$ cat config.mk
export PLATFORM = sky130hd
export DESIGN_NAME = ysyx_23060332_mc_ctrl_flat
export DESIGN_NICKNAME = d
export VERILOG_FILES = /design/src/rtl/ysyx_23060332_mc_ctrl_if.sv /design/src/rtl/ysyx_23060332_mc_ctrl.sv /design/src/flat_wrapper.sv
export SDC_FILE = /design/constraint.sdc
export NUM_CORES = 1
export LEC_CHECK = 0
export ABC_AREA = 1
export CORE_UTILIZATION = 40
export CTS_CLUSTER_SIZE = 12
export DETAILED_ROUTE_END_ITERATION = 7
export HOLD_SLACK_MARGIN = 0.08
export PLACE_DENSITY_LB_ADDON = 0.08
export SLEW_MARGIN = 20
export SYNTH_ARGS = -nofsm -noshare
export SYNTH_HDL_FRONTEND = slang
export SYNTH_SLANG_ARGS = --single-unit
export TNS_END_PERCENT = 100
$ cat constraint.sdc
create_clock -name clk -period 1.6 [get_ports clk]
set_input_delay 0.24 -clock clk [delete_from_list [all_inputs] [get_ports clk]]
set_output_delay 0.24 -clock clk [all_outputs]
set_load 0.02 [all_outputs]
$ cat src/rtl/ysyx_23060332_mc_ctrl_if.sv
// rtl/ysyx_23060332_mc_ctrl_if.sv - fetch and load/store handshake bundle for the multi-cycle sequencer
interface ysyx_23060332_mc_ctrl_if #(
  parameter int ADDR_W = 32,
  parameter int INST_W = 32
);
  logic              ifu_req_valid;
  logic              ifu_req_ready;
  logic [ADDR_W-1:0] ifu_req_addr;
  logic              ifu_resp_valid;
  logic [INST_W-1:0] ifu_resp_inst;
  logic              lsu_req_valid;
  logic              lsu_req_ready;
  logic              lsu_resp_valid;

  modport master (
    output ifu_req_valid, ifu_req_addr, lsu_req_valid,
    input  ifu_req_ready, ifu_resp_valid, ifu_resp_inst, lsu_req_ready, lsu_resp_valid
  );

  modport slave (
    input  ifu_req_valid, ifu_req_addr, lsu_req_valid,
    output ifu_req_ready, ifu_resp_valid, ifu_resp_inst, lsu_req_ready, lsu_resp_valid
  );
endinterface

$ cat src/rtl/ysyx_23060332_mc_ctrl.sv
// rtl/ysyx_23060332_mc_ctrl.sv - multi-cycle core sequencer with per-wait watchdog
// Optional perf counters: YSYX_23060332_PERF_CNT_EN
module ysyx_23060332_mc_ctrl #(
  parameter int               ADDR_W      = 32,
  parameter int               INST_W      = 32,
  parameter logic [ADDR_W-1:0] RESET_PC   = 32'h8000_0000,
  parameter int               TIMEOUT_CYC = 1024
) (
  input  logic                clk,
  input  logic                rst,
  ysyx_23060332_mc_ctrl_if.master mem,
  output logic [INST_W-1:0]   inst,
  output logic [ADDR_W-1:0]   pc,
  input  logic                dec_mem,
  input  logic                dec_ebreak,
  input  logic                dec_reg_wen,
  input  logic                jump_en,
  input  logic [ADDR_W-1:0]   jump_addr,
  output logic                reg_wen,
  output logic                halted,
  output logic                fault
`ifdef YSYX_23060332_PERF_CNT_EN
  ,
  output logic [63:0]         perf_cycle,
  output logic [63:0]         perf_instret
`endif
);

  localparam int WD_W = (TIMEOUT_CYC > 2) ? $clog2(TIMEOUT_CYC) : 1;
  localparam logic [WD_W-1:0] WD_LIMIT = WD_W'(TIMEOUT_CYC - 1);

  typedef enum logic [2:0] {
    IDLE, FETCH, FETCH_WAIT, EXEC, MEM_REQ, MEM_WAIT, WB, HALT
  } state_t;

  state_t          state;
  logic [WD_W-1:0] wd;
  logic            ifu_valid_q;
  logic            lsu_valid_q;

  logic misalign;
  logic wd_limit;
  logic wb_wen;

  assign misalign = jump_en && (jump_addr[1:0] != 2'b00);
  assign wd_limit = (wd == WD_LIMIT);
  // The write strobe is computed on entry to WB so reg_wen comes straight from a flop.
  assign wb_wen   = dec_reg_wen && !misalign;

  assign mem.ifu_req_valid = ifu_valid_q;
  assign mem.ifu_req_addr  = pc;
  assign mem.lsu_req_valid = lsu_valid_q;

  always_ff @(posedge clk) begin
    if (rst) begin
      state       <= IDLE;
      pc          <= RESET_PC;
      inst        <= INST_W'(32'h0000_0013);
      halted      <= 1'b0;
      fault       <= 1'b0;
      wd          <= '0;
      ifu_valid_q <= 1'b0;
      lsu_valid_q <= 1'b0;
      reg_wen     <= 1'b0;
`ifdef YSYX_23060332_PERF_CNT_EN
      perf_cycle   <= 64'd0;
      perf_instret <= 64'd0;
`endif
    end else begin
      reg_wen <= 1'b0;
`ifdef YSYX_23060332_PERF_CNT_EN
      if (!halted) perf_cycle <= perf_cycle + 64'd1;
`endif
      case (state)
        IDLE: begin
          state       <= FETCH;
          ifu_valid_q <= 1'b1;
          wd          <= '0;
        end
        FETCH: begin
          if (ifu_valid_q && mem.ifu_req_ready) begin
            state       <= FETCH_WAIT;
            ifu_valid_q <= 1'b0;
            wd          <= '0;
          end else if (wd_limit) begin
            state       <= HALT;
            halted      <= 1'b1;
            fault       <= 1'b1;
            ifu_valid_q <= 1'b0;
            wd          <= '0;
          end else begin
            wd <= wd + WD_W'(1);
          end
        end
        FETCH_WAIT: begin
          if (mem.ifu_resp_valid) begin
            inst  <= mem.ifu_resp_inst;
            state <= EXEC;
            wd    <= '0;
          end else if (wd_limit) begin
            state  <= HALT;
            halted <= 1'b1;
            fault  <= 1'b1;
            wd     <= '0;
          end else begin
            wd <= wd + WD_W'(1);
          end
        end
        EXEC: begin
          if (dec_ebreak) begin
            state  <= HALT;
            halted <= 1'b1;
            fault  <= 1'b0;
          end else if (dec_mem) begin
            state       <= MEM_REQ;
            lsu_valid_q <= 1'b1;
          end else begin
            state   <= WB;
            reg_wen <= wb_wen;
          end
          wd <= '0;
        end
        MEM_REQ: begin
          if (lsu_valid_q && mem.lsu_req_ready) begin
            state       <= MEM_WAIT;
            lsu_valid_q <= 1'b0;
            wd          <= '0;
          end else if (wd_limit) begin
            state       <= HALT;
            halted      <= 1'b1;
            fault       <= 1'b1;
            lsu_valid_q <= 1'b0;
            wd          <= '0;
          end else begin
            wd <= wd + WD_W'(1);
          end
        end
        MEM_WAIT: begin
          if (mem.lsu_resp_valid) begin
            state   <= WB;
            reg_wen <= wb_wen;
            wd      <= '0;
          end else if (wd_limit) begin
            state  <= HALT;
            halted <= 1'b1;
            fault  <= 1'b1;
            wd     <= '0;
          end else begin
            wd <= wd + WD_W'(1);
          end
        end
        WB: begin
          // A misaligned target stops the core with the jump's own pc preserved.
          if (misalign) begin
            state  <= HALT;
            halted <= 1'b1;
            fault  <= 1'b1;
          end else begin
            pc          <= jump_en ? jump_addr : pc + ADDR_W'(4);
            state       <= FETCH;
            ifu_valid_q <= 1'b1;
`ifdef YSYX_23060332_PERF_CNT_EN
            perf_instret <= perf_instret + 64'd1;
`endif
          end
          wd <= '0;
        end
        HALT: begin
          state <= HALT;
        end
        default: begin
          state <= IDLE;
        end
      endcase
    end
  end

endmodule
$ cat src/flat_wrapper.sv
// flat-port wrapper written by rule: the top's interface ports become plain ports
module ysyx_23060332_mc_ctrl_flat 
#(
  parameter int               ADDR_W      = 32,
  parameter int               INST_W      = 32,
  parameter logic [ADDR_W-1:0] RESET_PC   = 32'h8000_0000,
  parameter int               TIMEOUT_CYC = 1024
)
  (clk, rst, inst, pc, dec_mem, dec_ebreak, dec_reg_wen, jump_en, jump_addr, reg_wen, halted, fault, mem_ifu_req_valid, mem_ifu_req_addr, mem_lsu_req_valid, mem_ifu_req_ready, mem_ifu_resp_valid, mem_ifu_resp_inst, mem_lsu_req_ready, mem_lsu_resp_valid);
  ysyx_23060332_mc_ctrl_if #(.ADDR_W(ADDR_W), .INST_W(INST_W)) mem_i ();
  input  logic clk;
  input  logic rst;
  output logic [INST_W-1:0] inst;
  output logic [ADDR_W-1:0] pc;
  input  logic dec_mem;
  input  logic dec_ebreak;
  input  logic dec_reg_wen;
  input  logic jump_en;
  input  logic [ADDR_W-1:0] jump_addr;
  output logic reg_wen;
  output logic halted;
  output logic fault;
  output wire logic [$bits(mem_i.ifu_req_valid)-1:0] mem_ifu_req_valid;
  output wire logic [$bits(mem_i.ifu_req_addr)-1:0] mem_ifu_req_addr;
  output wire logic [$bits(mem_i.lsu_req_valid)-1:0] mem_lsu_req_valid;
  input wire logic [$bits(mem_i.ifu_req_ready)-1:0] mem_ifu_req_ready;
  input wire logic [$bits(mem_i.ifu_resp_valid)-1:0] mem_ifu_resp_valid;
  input wire logic [$bits(mem_i.ifu_resp_inst)-1:0] mem_ifu_resp_inst;
  input wire logic [$bits(mem_i.lsu_req_ready)-1:0] mem_lsu_req_ready;
  input wire logic [$bits(mem_i.lsu_resp_valid)-1:0] mem_lsu_resp_valid;
  assign mem_ifu_req_valid = mem_i.ifu_req_valid;
  assign mem_ifu_req_addr = mem_i.ifu_req_addr;
  assign mem_lsu_req_valid = mem_i.lsu_req_valid;
  assign mem_i.ifu_req_ready = mem_ifu_req_ready;
  assign mem_i.ifu_resp_valid = mem_ifu_resp_valid;
  assign mem_i.ifu_resp_inst = mem_ifu_resp_inst;
  assign mem_i.lsu_req_ready = mem_lsu_req_ready;
  assign mem_i.lsu_resp_valid = mem_lsu_resp_valid;
  ysyx_23060332_mc_ctrl #(.ADDR_W(ADDR_W), .INST_W(INST_W), .RESET_PC(RESET_PC), .TIMEOUT_CYC(TIMEOUT_CYC)) u_core (.clk(clk), .rst(rst), .mem(mem_i), .inst(inst), .pc(pc), .dec_mem(dec_mem), .dec_ebreak(dec_ebreak), .dec_reg_wen(dec_reg_wen), .jump_en(jump_en), .jump_addr(jump_addr), .reg_wen(reg_wen), .halted(halted), .fault(fault));
endmodule
# == After elaboration in Yosys (flattened, before gate mapping) ==
# Cells that the tools add are included.
# classes
n_div,0
eq_ne,19
order_cmp,0
muxes,43
n_mul,0
shifts,0
n_addsub,2
reduce_logical,17
bitwise_logic,1
# op_table
operator,n
2-to-1 mux 10 bit,5
case mux 10 bit (5 select lines),1
adder 32 x 3 -> 32 bit (second input constant),1
2-to-1 mux 32 bit,1
case mux 3 bit (8 select lines),1
2-to-1 mux 1 bit,22
2-to-1 mux 3 bit,7
inequality test 2 bit (second input constant),8
equality test 3 bit (second input constant),4
case mux 1 bit (6 select lines),2
adder 10 x 1 -> 10 bit (second input constant),1
equality test 10 bit (second input constant),1
AND reduction 7 bit,1
equality test 3 x 2 -> 1 bit (second input constant),2
inequality test 3 x 1 -> 1 bit (second input constant),2
nonzero test 6 bit,1
nonzero test 5 bit,1
logical AND 1 bit,4
case mux 1 bit (2 select lines),2
AND reduction 2 bit,2
AND reduction 4 bit,1
nonzero test 2 bit,2
equality test 3 x 1 -> 1 bit (second input constant),1
logical NOT 3 bit,1
8 further kinds,8
# totals
word_cells,91
in_bits,74
ram_bits,0
register_bits,82
mem_bits_ro,0
memories,0
latchBits,0

# == Longest topological paths before layout ==
# depth
ltp_word,7
depth_mapped,11
depth_no_buf,11

# == Worst setup path before layout ==
# No wires, ideal clock.
# synth_timing
kind,register to register
start,reg u_core.pc[2] (netlist: u_core.mem.ifu_req_addr[2])
end,reg u_core.pc[16] (netlist: u_core.mem.ifu_req_addr[16])
slack_ns,-0.085
setup_ns,0.115
stages_incl_launch_ff,9
arrival_ns,1.570
path_cell_list,dfxtp_1 > ha_1 > nand2_1 > nor2_1 > nand2_1 > nor3_1 > nand3_1 > a21oi_1 > nor2_1
# synth_via
elab_chain_cells,2
# synth_rtl
item,line_no,rtl
from (decl),ysyx_23060332_mc_ctrl.sv:13,"output logic [ADDR_W-1:0] pc,"
from (signal assigned),ysyx_23060332_mc_ctrl.sv:159,pc <= jump_en ? jump_addr : pc + ADDR_W'(4);
adder 32 x 3 -> 32 bit,ysyx_23060332_mc_ctrl.sv:159,
2-to-1 mux 32 bit,ysyx_23060332_mc_ctrl.sv:159,
# Every way passes these cells.
# A chain may end at the register's enable or synchronous reset.

# == Worst setup path after layout ==
# layout_timing
start,reg u_core.pc[1] (netlist: u_core.mem.ifu_req_addr[1])
end,out mem_ifu_req_addr[1]
# layout_rtl
item,line_no,rtl
to (decl),flat_wrapper.sv:24,output wire logic [$bits(mem_i.ifu_req_addr)-1:0] mem_ifu_req_addr;
# No word-level cell between the ends.

==> flow_summary.json <==
{
  "worst_skew_pair.late_latency_ns": 0.35,
  "period_share": 0.966,
  "nets": 1013,
  "cp_max_fo": 3,
  "finalSetupViolations": 0,
  "relSlewSlack": 0.768,
  "netlist_area_um2": 4630,
  "synth.avg_cell_area_um2": 6.16,
  "dp.cells": 1065,
  "dieArea_um2": 12000,
  "min_path_type": "reg -> reg",
  "critPathMaxStageDelay_ns": 0.61,
  "cp-end-kind": "output port",
  "final_cells": 1082,
  "ys_warn_count": 0,
  "critPathKind": "reg -> out",
  "dp_slack_ns": -0.226,
  "worstPathArrival_ns": 1.31,
  "place_hpwl_um": 11000,
  "routabilityCongestion": 0.922,
  "cap_violations": 0,
  "drt-initial-drc-count": 347,
  "rows": 38,
  "synth_cell_type_count": 32,
  "grt_overflow": 0,
  "tightest_slew_ns": 0.344,
  "skew_ns": 0.00884,
  "reg2reg_slack_ns": 0.08,
  "yosysSeqAreaShare": 0.354,
  "antenna_found_initial": 0,
  "worstPathRequired_ns": 1.36,
  "vias_per_cell": 4.99,
  "cts_setup_buffers": 0,
  "drt-total-wl_um": 14800,
  "areaGrowthSynthToFinish_pct": 52.0,
  "worst_setup_path_start_kind": "flop",
  "cp_cell_sequence": "clkdlybuf4s50_1",
  "wl_per_cell_um": 13.7,
  "cts_buffers": 9,
  "hold_violations": 0,
  "grt_pass1_wl_um": 22600,
  "drt_pass1_iterations": 4,
  "cp.buffers_inverters": 1,
  "tritoncts": "built",
  "drcViolationCount": 0,
  "ys_ff_latch": 82,
  "initial_utilization": 0.418,
  "drive_gt1_frac": 0.131,
  "worst_slack_ns": 0.0546,
  "rr_worst_depth": 9,
  "io_pins": 175,
  "diodes": 0,
  "synth.net_count": 828,
  "power_density_nw_per_um2": 710,
  "synth_cells": 752,
  "max_freq_ghz": 0.647,
  "p_leak_nw": 3.14,
  "ir_drop_mv": 0.524,
  "status": "completed",
  "grt_max_degree": 33,
  "clkSinkCount": 82,
  "whs_path_depth": 2,
  "crit_cells": 1,
  "port_buffers": 174,
  "vias": 5400,
  "slowest_stage": "clkdlybuf4s50_1",
  "slew_viol_final": 0,
  "clockRootBuffer": "clkbuf_16",
  "core_region_area_um2": 11100,
  "grt_pass1_vias": 4783,
  "critPathTopFamily": "buffers and inverters",
  "die_h_um": 110,
  "postRouteAntennaNets": 0,
  "clockBufferDepth": 2,
  "cts.clk_slew.worst_paths_ns": 0.06,
  "dieWidth_um": 110,
  "fin_crit_ns": 1.55,
  "track_usage": 0.243,
  "cts_max_level": 3
}
## power by group
| group | internal, W | switching [W] | total, W |
|---|---|---|---|
| registers | 0.00211 | 0.0000420 | 0.00215 |
| clock network | 0.00106 | 0.000913 | 0.00197 |
| logic | 0.000439 | 0.000439 | 0.000878 |
## state kept, by name, summed over array words and instances (netlist names)
signal	cells
u_core.state	3
u_core.mem.ifu_req_addr	32
u_core.inst	32
u_core.mem.ifu_req_valid	1
u_core.halted	1
u_core.fault	1
u_core.mem.lsu_req_valid	1
u_core.reg_wen	1
u_core.wd	10
## layout make-up
type	instances	area, um2
Fill cell	1053	4030
Multi-Input combinational cell	550	2510
Timing Repair Buffer	236	2210
Sequential cell	82	1650
Clock buffer	9	225
Inverter	58	220
Tap cell	140	175
Clock inverter	7	51.3
## repair_timing
item                                   CTS  global route
pin swaps                                0             4
endpoints found under the hold margin    0             0
hold buffers                             0             0
gates cloned                             0             1
gates resized for setup                 63            52
setup endpoints to repair               64            54
## cell usage after synthesis
cell | count | area [um2]
nor3b_1 | 1 | 7.51
and2_1 | 1 | 6.26
nand2_2 | 3 | 18.8
or2_2 | 2 | 12.5
a221oi_1 | 2 | 17.5
a21boi_0 | 1 | 7.51
clkinv_1 | 1 | 3.75
inv_2 | 2 | 7.51
o21ai_0 | 57 | 285
buf_4 | 35 | 263
clkbuf_1 | 15 | 56.3
and3_1 | 1 | 6.26
o21bai_1 | 1 | 7.51
nor3_2 | 1 | 10.0
nor2_2 | 2 | 12.5
dfxtp_1 | 82 | 1640
nand4_1 | 6 | 37.5
ha_1 | 2 | 25.0
a31oi_1 | 1 | 6.26
nand3_1 | 47 | 235
buf_6 | 1 | 11.3
xor2_1 | 4 | 35.0
inv_1 | 55 | 206
buf_2 | 11 | 55.1
nor4_1 | 2 | 12.5
nor3_1 | 4 | 20.0
a211oi_1 | 2 | 15.0
nor2_1 | 155 | 582
nand3b_1 | 2 | 15.0
o31ai_1 | 3 | 22.5
nand2_1 | 207 | 777
a21oi_1 | 43 | 215
## placed cells by master, fill, tap and decap left out, drive strengths merged
cell           synthesis  final
nand2                210    210
nor2                 157    157
clkdlybuf4s50          0    110
dfxtp                 82     82
buf                   47     62
dlygate4sd2            0     61
inv                   57     60
o21ai                 57     57
nand3                 47     47
a21oi                 43     43
clkbuf                15      9
nand4                  6      6
nor3                   5      5
xor2                   4      4
o31ai                  3      3
dlymetal6s2s           0      3
clkinv                 1      3
a221oi                 2      2
nand3b                 2      2
nor4                   2      2
or2                    2      2
a211oi                 2      2
clkinvlp               0      2
ha                     2      2
a31oi                  1      1
o21bai                 1      1
a21boi                 1      1
nor3b                  1      1
and2                   1      1
and3                   1      1
## worst paths after layout
check / to / startpoint
hold / removal: u_core.halted$_SDFFE_PP0P_ / u_core.halted$_SDFFE_PP0P_
setup / recovery: mem_ifu_req_addr[1] / u_core.mem.ifu_req_addr[1]$_SDFFE_PP0P_
hold reg to reg: u_core.halted$_SDFFE_PP0P_ / u_core.halted$_SDFFE_PP0P_
setup reg to reg: u_core.mem.ifu_req_addr[28]$_SDFFE_PP0P_ / u_core.mem.ifu_req_addr[14]$_SDFFE_PP0P_
## per-stage QoR
| stage | setup TNS [ns] | util | total power (W) | hold slack (ns) | cell area (um2) |
|---|---|---|---|---|---|
| after floorplan | 0 | - | 0.00261 | 0.353 | 4640 |
| after global placement | -2.16 | 0.603 | 0.00303 | 0.444 | 6680 |
| after detailed placement | -4.04 | 0.603 | 0.00305 | 0.446 | 6680 |
| after CTS | 0 | 0.621 | 0.00502 | 0.457 | 6880 |
| after global routing | -0.0209 | 0.636 | 0.00521 | 0.471 | 7050 |
| final | 0 | 0.636 | 0.00500 | 0.460 | 7050 |
## cell families (layout without fill, tap and decap cells)
group,after synthesis,in the layout,synth area share
DFF,82,82,0.354
AOI/OAI and AO/OA,110,110,0.124
and+or+nand+nor,434,434,0.378
xor gates and xnor gates,4,4,0.00756
buffers and inverters,120,310,0.130
adders and majority gates,2,2,0.00540
## routing by layer
layer,up-vias,global-route usage,share of wire
met5,-,0,0
met4,0,0.0943,0.020
met3,26,0.0451,0.078
met2,214,0.403,0.45
met1,2437,0.312,0.45
li1,2723,-,-
## worst min-delay path: stages, from the launching register on
cell     delay, ns
dfxtp_1       0.31
inv_1         0.05
a21oi_1       0.05
Note: power is estimated with default switching activity, not from simulation.
